**src/rtl/pll_reset_seq.sv**
```systemverilog
// PLL lock -> core reset -> panel output-enable sequencer for the LED matrix.
// Optional lock-loss counter: define PLL_RESET_SEQ_LOSS_CNT_EN.
module pll_reset_seq #(
    parameter int SYNC_STAGES   = 2,
    parameter int STABLE_CYCLES = 1024,
    parameter int OE_DELAY      = 256
) (
    input  logic       pll_clk,
    input  logic       rst_n,
    input  logic       locked,
    input  logic       soft_rst_req,
    output logic       core_rst_n,
    output logic       panel_oe_n,
    output logic       ready,
    output logic [7:0] lock_loss_cnt
);

    localparam int MAX_CYC = (STABLE_CYCLES > OE_DELAY) ? STABLE_CYCLES : OE_DELAY;
    localparam int CNT_W   = $clog2(MAX_CYC) + 1;
    localparam logic [CNT_W-1:0] STABLE_LAST = CNT_W'(STABLE_CYCLES - 1);
    localparam logic [CNT_W-1:0] OE_LAST     = CNT_W'(OE_DELAY - 1);

    typedef enum logic [1:0] {WAIT_LOCK, STABILIZE, CORE_UP, RUN} state_t;

    logic [SYNC_STAGES-1:0] sync_q;
    logic                   locked_s;
    state_t                 state, state_nxt;
    logic [CNT_W-1:0]       cnt, cnt_nxt;

    always_ff @(posedge pll_clk or negedge rst_n) begin
        if (!rst_n) sync_q <= '0;
        else        sync_q <= {sync_q[SYNC_STAGES-2:0], locked};
    end

    assign locked_s = sync_q[SYNC_STAGES-1];

    // Lock loss always wins over a soft reset request arriving on the same cycle.
    always_comb begin
        state_nxt = state;
        cnt_nxt   = cnt;
        case (state)
            WAIT_LOCK: begin
                cnt_nxt = '0;
                if (locked_s) state_nxt = STABILIZE;
            end
            STABILIZE: begin
                if (!locked_s) begin
                    state_nxt = WAIT_LOCK;
                    cnt_nxt   = '0;
                end else if (cnt == STABLE_LAST) begin
                    state_nxt = CORE_UP;
                    cnt_nxt   = '0;
                end else begin
                    cnt_nxt = cnt + 1'b1;
                end
            end
            CORE_UP: begin
                if (!locked_s) begin
                    state_nxt = WAIT_LOCK;
                    cnt_nxt   = '0;
                end else if (soft_rst_req) begin
                    state_nxt = STABILIZE;
                    cnt_nxt   = '0;
                end else if (cnt == OE_LAST) begin
                    state_nxt = RUN;
                    cnt_nxt   = '0;
                end else begin
                    cnt_nxt = cnt + 1'b1;
                end
            end
            default: begin
                cnt_nxt = '0;
                if (!locked_s)         state_nxt = WAIT_LOCK;
                else if (soft_rst_req) state_nxt = STABILIZE;
            end
        endcase
    end

    // Outputs decode the next state so they move on the same edge as the state.
    always_ff @(posedge pll_clk or negedge rst_n) begin
        if (!rst_n) begin
            state      <= WAIT_LOCK;
            cnt        <= '0;
            core_rst_n <= 1'b0;
            panel_oe_n <= 1'b1;
            ready      <= 1'b0;
        end else begin
            state      <= state_nxt;
            cnt        <= cnt_nxt;
            core_rst_n <= (state_nxt == CORE_UP) || (state_nxt == RUN);
            panel_oe_n <= (state_nxt != RUN);
            ready      <= (state_nxt == RUN);
        end
    end

`ifdef PLL_RESET_SEQ_LOSS_CNT_EN
    logic       loss_evt;
    logic [7:0] loss_q;

    assign loss_evt = ((state == CORE_UP) || (state == RUN)) && !locked_s;

    always_ff @(posedge pll_clk or negedge rst_n) begin
        if (!rst_n)                          loss_q <= '0;
        else if (loss_evt && loss_q != 8'hFF) loss_q <= loss_q + 8'd1;
    end

    assign lock_loss_cnt = loss_q;
`else
    assign lock_loss_cnt = '0;
`endif

endmodule
```
**config.mk**
```make
export PLATFORM = sky130hd
export DESIGN_NAME = pll_reset_seq
export DESIGN_NICKNAME = d
export VERILOG_FILES = /design/src/rtl/pll_reset_seq.sv
export SDC_FILE = /design/constraint.sdc
export NUM_CORES = 1
export LEC_CHECK = 0
export ABC_AREA = 0
export BUFFER_PORTS_ARGS = -buffer_cell sky130_fd_sc_hd__buf_2
export CAP_MARGIN = 20
export CORE_UTILIZATION = 43
export DETAILED_ROUTE_END_ITERATION = 8
export PLACE_DENSITY = 0.73
export SYNTH_ARGS = -nofsm -noshare
export SYNTH_HDL_FRONTEND = slang
export SYNTH_SLANG_ARGS = --single-unit
```
**constraint.sdc**
```tcl
create_clock -name pll_clk -period 2.1 [get_ports pll_clk]
set_input_delay 0.63 -clock pll_clk [delete_from_list [all_inputs] [get_ports pll_clk]]
set_output_delay 0.63 -clock pll_clk [all_outputs]
set_load 0.03 [all_outputs]
```
# Word-level counts from Yosys, hierarchy flattened
# Cells that the tools add are included.
[word_totals] ff_bits=18 out_inout_bits=11 wordCells=31
[classes] addsub=1 n_eq_ne=7 muxes=15 n_reduce_logical=2
[ops] operator="$mux W11" n=5
[ops] operator="$pmux W11 S2" n=1
[ops] operator="$mux W2" n=8
[ops] operator="$add A11 B1 Y11 const B" n=1
[ops] operator="$eq A11 B10 Y1 const B" n=1
[ops] operator="$eq A11 B8 Y1 const B" n=1
[ops] operator="$eq A2 B2 Y1 const B" n=3
[ops] operator="$pmux W2 S3" n=1
[ops] operator="$eq A2 B1 Y1 const B" n=1
[ops] operator="$logic_not A2 Y1" n=1
[ops] operator="$ne A2 B2 Y1 const B" n=1
[ops] operator="$logic_or A1 B1 Y1" n=1

# Logic depth before layout (Yosys ltp)
# Gate-level depths: netlist of run 1.
[depth] ltp_word=7 depth_mapped=6

# Worst setup path after synthesis of run 1
# No wires, ideal clock.
[synth_path] path_type="register to register" start="reg state[0]" end="reg cnt[2]" setup_ns=0.121 t_arrival_ns=1.589 setup_slack_ns=0.390 stages_incl_launch_ff=7 path_buffers=0 period_less_slack_ns=1.710 path_cell_list="dfrtp_1 inv_1 ha_1 nor2b_1 or4_1 nand4_4 nor2_1"
[synth_via] elab_chain_cells=2
[synth_rtl] element="from (decl)" line_no="27" text="state_t state, state_nxt;"
[synth_rtl] element="from (signal assigned)" line_no="88" text="state <= state_nxt;"
[synth_rtl] element="$eq A2 B2 Y1 or $eq A2 B1 Y1 (tied branches)" line_no="41" text="case (state)"
[synth_rtl] element="$pmux W11 S2 (*)" line_no="41"
[synth_rtl] element="via cnt_nxt[2]" line_no="28" text="logic [CNT_W-1:0] cnt, cnt_nxt;"
[synth_rtl] element="to (signal assigned)" line_no="89" text="cnt <= cnt_nxt;"
[synth_rtl] element="to (decl)" line_no="28"
# Mark *: on every way through the listed nets, which the timed path passes. The rest lies on a longest branch.

# Worst setup path after layout of run 1
# Same ends and word-level chain as after synthesis.

==> results of run 1 <==
## kinds of logic after synthesis
logic type                 count (synthesis)
DFF                                       18
and+or+nand+nor                           44
buffers and inverters                     14
xor gates and xnor gates                   8
AOI/OAI and AO/OA                         11
muxes                                      1
adders and majority gates                  5
other                                      1
## critical path, delay by kind of cell, from the launching register on
family,cells,cell delay [ps]
adder cells (fa/ha/maj),1,240
buffers and inverters,1,100
flip-flops,1,430
AND/OR/NAND/NOR,4,990
## Yosys cell counts, types with 3 or more instances
library cell  count
buf_4             8
ha_1              5
nand4_1           3
o21ai_0           3
inv_1             6
nand3_1           7
xnor2_1           6
dfrtp_1          17
nor3_1            4
nor2_1           15
## worst paths after layout
path,startpoint,endpoint,slack (ps)
max reg2reg,state[0],cnt[2],230
min in group pll_clk,sync_q[0],sync_q[1],360
min,rst_n,cnt[7],240
max,state[0],cnt[2],230
max in group asynchronous,rst_n,panel_oe_n,1550
min reg2reg,sync_q[0],sync_q[1],360
## state kept, by name, summed over array words and instances, names as in the netlist
name	count
core_rst_n	1
cnt	11
panel_oe_n	1
ready	1
state	2
sync_q	2
## final cells by class
| cell class | instances | share of cell area (%) |
|---|---|---|
| well taps | 28 | 3.244 |
| multi-input cells | 77 | 46.70 |
| flip-flops and latches | 18 | 41.83 |
| inverters | 6 | 2.086 |
| clock buffers | 4 | 3.360 |
| repair buffers | 6 | 2.781 |
## power by group through the flow
stage,combinational (mW),sequential [mW],clock (mW)
finish,0.197,0.384,0.215
CTS,0.194,0.383,0.220
detailed placement,0.193,0.390,0
global route,0.222,0.386,0.230
floorplan,0.167,0.386,0
global placement,0.190,0.388,0
## through the flow
stage / setup slack, ps / cells / total power, mW / util, % / hold WS (ps)
after floorplan: 390.3 / 109 / 0.5530 / - / 331.2
after detailed placement: 250.9 / 135 / 0.5831 / 47.17 / 340.5
after global placement: 311.6 / 135 / 0.5777 / 47.17 / 336.0
after global routing: 78.04 / 139 / 0.8380 / 48.81 / 269.6
after CTS: 235.6 / 139 / 0.7967 / 48.81 / 241.7
final: 233.1 / 139 / 0.7953 / 48.81 / 236.1
## per-layer routing
metal / GRT usage (%) / part of all wire, % / vias up
met5: 0 / 0 / -
met1: 19.92 / 48 / 357
met2: 24.67 / 46 / 19
met4: 8.333 / 2.5 / 0
met3: 2.727 / 3.2 / 4
li1: - / - / 364
==> metrics.yaml, run 1 <==
drt:
  drt_pass1_iterations: 4
  wl_per_cell_um: 12.01
  via_per_inst: 5.353
  drtIter0Drc: 13
  drt_wl_total_um: 1669
  final_antenna_net_count: 0
  drc_errors: 0
  vias: 744
clock_network:
  clockRootBuffer: "clkbuf_4"
  cts_setup_buffers: 0
  path_clk_slew_ps: 100
  cts_tree: "yes"
  cts.sinks: 18
  numCtsBuffers: 3
  post_cts_resize_count: 0
  clockBufferDepth: 2
  clock_latency_ps: 300
  htreeDepth: 1
  hold_buffers: 0
power_and_ir_drop:
  p_clk_share_pct: 27.0
  ir_drop_v: 0.0007145
  internal_power_uw: 538.2
  p_per_area_nw_per_um2: 736.5
  switching_share_pct: 32.32
  p_seq_share_pct: 48.2
  pwr-share-comb_pct: 24.7
  switchingPower_uw: 257.0
  p_leak_nw: 0.4742
synthesis:
  syn_area_um2: 1012
  synth_top_family_by_area: "simple AND/OR/NAND/NOR gates"
  synth_warnings: 0
  synth_fa_ha_area_share_pct: 6.180
  synth_area_per_cell_um2: 9.924
  synth-xor-area-share_pct: 6.922
  synth-edff-count: 0
  async_reset_ff_share_pct: 100.0
  synthMuxAreaShare_pct: 0.9889
  synth_flop_cell: "dfrtp_1"
  yosysUniqueCellTypes: 32
  syn_inst: 102
  ys_seq_area_share_pct: 44.62
  synth-seq-cells: 18
  yosys-top-cells-area: "dfrtp_1 42%, ha_1 6.2%, buf_4 5.9%"
  synth_compound_area_share_pct: 8.405
  synthSimpleGateAreaFrac_pct: 24.35
  yosysTopAreaCell: "dfrtp_1"
  synth_top_area_share_pct: 42.03
setup_path:
  arrival_ps: 2060
  max_stage_delay_ps: 570
  start_kind: "flip-flop"
  path_max_fanout: 9
  end_kind: "flip-flop"
  r2r_cells: 6
  cp_slowest_cell: "or4_1"
  crit_type: "reg -> reg"
  worst-endpoint-required_ps: 2290
  cp_cell_sequence: "inv_1 > ha_1 > nor2b_1 > or4_1 > nand4_4 > nor2_1"
place:
  port_buffers: 6
  dpl.hpwl_um: 1272
  place_area_um2: 1044
  gp_congestion: 0.8131
min_path:
  hold_class: "in -> async"
cells_and_area:
  area_delta_synth_final_pct: 6.675
  final-seq-area_um2: 451.7
  final_cell_mix: "17 x dfrtp_1, 15 x nor2_1, 8 x conb_1"
  layout.nets: 121
  final_common_cell: "dfrtp_1"
  drive_above_1_share_pct: 13.51
  multi_input_area_um2: 504.2
  n_fill_cell: 210
  final_area_um2: 1080
  n_antenna_cell: 0
sta:
  worst_pin_slew_ps: 491.0
  fmax_mhz: 535.7
  finalCriticalPeriod_ps: 1867
  hold_viol: 0
  slew_viol_final: 0
  rsz0062_at_grt: "no"
  setup_viol: 0
  slew_headroom_pct: 66.99
  finalSetupTns_ps: 0
  fin_worst_skew_ps: 4.644
  timing.final.crit_share_pct: 88.90
floorplanning:
  start_util_pct: 45.76
  placementRows: 17
  chipWidth_um: 50.52
  coreArea_um2: 2212
  ios: 15
  fp.dieH_um: 50.52
  die_area_um2: 2552
global_routing:
  grt_overflow: 0
  grt_max_degree: 19
  grt_util_all_layers_pct: 15.50
  grt_pass1_wl_um: 2898
  grt_pass1_vias: 660
  antenna_found_initial: 0
flow_run:
  maxCapViolations: 0
status:
  status: "finished clean"
No activity file was read; power rests on OpenSTA's default activity.
==> run 2: changes to the inputs <==
--- a/config.mk
+++ b/config.mk
@@ -14,3 +14,4 @@
 export SYNTH_ARGS = -nofsm -noshare
 export SYNTH_HDL_FRONTEND = slang
 export SYNTH_SLANG_ARGS = --single-unit
+export TNS_END_PERCENT = 50
==> constraint.sdc (replaced) <==
create_clock -name pll_clk -period 2.36 [get_ports pll_clk]
set_input_delay 0.708 -clock pll_clk [delete_from_list [all_inputs] [get_ports pll_clk]]
set_output_delay 0.708 -clock pll_clk [all_outputs]
set_load 0.03 [all_outputs]
==> run 2 against run 1 <==
  * Maximum frequency decreased by 1.9%
  * Wire length increased by 10%
  * Utilization unchanged
  * Largest power group unchanged
==> metrics.yaml, run 2 (synthesized netlist as in run 1, its figures left out) <==
setup_path:
  r2r_slack_ps: 460  # +220 ps
  crit_type: "reg -> reg"
  start_kind: "flip-flop"
  crit_start: "state[0]"
  worstReg2RegStart: "state[0]"
  worst-endpoint-required_ps: 2550  # +260 ps
  r2r_cells: 6  # unchanged
  path_max_fanout: 9  # unchanged
  timing.rr.end: "cnt[6]"
  end_kind: "flip-flop"
  arrival_ps: 2090  # +30 ps
power_and_ir_drop:
  p_leak_nw: 0.4742  # unchanged
  ir_drop_v: 0.0005186  # -27%
  p_per_area_nw_per_um2: 656.0  # -11%
floorplanning:
  start_util_pct: 45.76  # unchanged
  die_area_um2: 2552  # unchanged
  ios: 15  # unchanged
  coreArea_um2: 2212  # unchanged
  fp.dieH_um: 50.52  # unchanged
  chipWidth_um: 50.52  # unchanged
  placementRows: 17  # unchanged
global_routing:
  grt_overflow: 0  # unchanged
  antenna_found_initial: 0  # unchanged
  grt_util_all_layers_pct: 16.23  # +0.73 points
  grt_pass1_wl_um: 3070  # +5.9%
  grt_pass1_vias: 690  # +4.5%
  grt_max_degree: 19  # unchanged
clock_network:
  path_clk_slew_ps: 110  # about the same
  hold_buffers: 0  # unchanged
  post_cts_resize_count: 0  # unchanged
  clockBufferDepth: 2  # unchanged
  cts.sinks: 18  # unchanged
  clockRootBuffer: "clkbuf_4"
  cts_tree: "yes"
  clock_latency_ps: 290  # about the same
  numCtsBuffers: 3  # unchanged
  cts_setup_buffers: 0  # unchanged
  htreeDepth: 1  # unchanged
cells_and_area:
  drive_above_1_share_pct: 13.51  # unchanged
  instances_no_fill: 139  # unchanged
  n_fill_cell: 216  # +2.9%
  multi_input_area_um2: 504.2  # unchanged
  layout.nets: 121  # unchanged
  largest_reg_flops: 11  # unchanged
  final_common_cell: "dfrtp_1"
  final_cell_mix: "17 x dfrtp_1, 15 x nor2_1, 8 x conb_1"
  final-seq-area_um2: 451.7  # unchanged
  area_delta_synth_final_pct: 6.675  # unchanged
  reg.largest.list: "cnt: 11 flops, state: 2 flops, sync_q: 2 flops"
  largest_register: "cnt"
  n_antenna_cell: 0  # unchanged
drt:
  drt_pass1_iterations: 5  # +1
  drtIter0Drc: 17  # +4
  wl_met2_um: 859  # +12%
  top_layer_used: "met4"
  vias: 741  # -0.40%
  drt_wl_total_um: 1838  # +10%
  m1WireLength_um: 899  # +12%
  drc_errors: 0  # unchanged
  wl_per_cell_um: 13.22  # +10%
  met3_length_um: 59  # +9.3%
  via_per_inst: 5.331  # -0.40%
  final_antenna_net_count: 0  # unchanged
sta:
  worst_hold_slack_ps: 324.5  # +88.44 ps
  fmax_mhz: 525.3  # -1.9%
  fin_worst_skew_ps: 6.844  # +2.201 ps
  rsz0062_at_grt: "no"
  slew_viol_final: 0  # unchanged
  hold_viol: 0  # unchanged
  fin_ws_ps: 456.4  # +223.3 ps
  finalSetupTns_ps: 0  # unchanged
  setup_viol: 0  # unchanged
  timing.final.crit_share_pct: 80.66  # -8.2 points
  finalCriticalPeriod_ps: 1904  # +36.70 ps
place:
  gp_congestion: 0.7819  # -3.8%
  port_buffers: 6  # unchanged
  dpl.hpwl_um: 1331  # +4.6%
  post-place-ws_ps: 485.5  # +234.6 ps
  dp_cells: 135  # unchanged
status:
  status: "finished clean"
min_path:
  hold_class: "in -> async"
flow_run:
  maxCapViolations: 0  # unchanged
## run 2: worst max-delay path by stage
stage	endpoint	slack, ps	cells after the start
floorplan	cnt[2]	650	6
global placement	cnt[5]	530	6
detailed placement	cnt[2]	490	5
CTS	cnt[6]	450	6
global route	ready	360	6
finish	cnt[6]	460	6
## run 2: routing by layer
metal,vias up,track usage [%]
met5,-,0
met4,0,8.333
met3,4,2.727
met2,13,24.00
met1,364,22.72
li1,360,-
## run 2: layout make-up
| cell class | instances | area share [%] |
|---|---|---|
| Tap cell | 28 | 3.244 |
| Sequential cell | 18 | 41.83 |
| Timing Repair Buffer | 6 | 2.781 |
| Inverter | 6 | 2.086 |
| Multi-Input combinational cell | 77 | 46.70 |
| Clock buffer | 4 | 3.360 |
## run 2: worst max-delay path, cell delays in order, from the launching register on
cell and delay [ps]:
dfrtp_1 430, inv_1 100, ha_1 250, nor2b_1 170, or4_1 590, nand4_4 180, nor2_1 80
## run 2: where the power goes
group / total (mW) / switching [mW] / internal [mW]
clock network: 0.189 / 0.0954 / 0.0940
registers: 0.342 / 0.0184 / 0.324
logic: 0.177 / 0.116 / 0.0614
## run 2: through the flow
step / util, % / power, mW / cell area, um2
6_report: 48.81 / 0.7083 / 1080
5_1_grt: 48.81 / 0.7499 / 1080
2_1_floorplan: - / 0.4921 / 1039
3_3_place_gp: 47.17 / 0.5159 / 1044
4_1_cts: 48.81 / 0.7124 / 1080
3_5_place_dp: 47.17 / 0.5225 / 1044
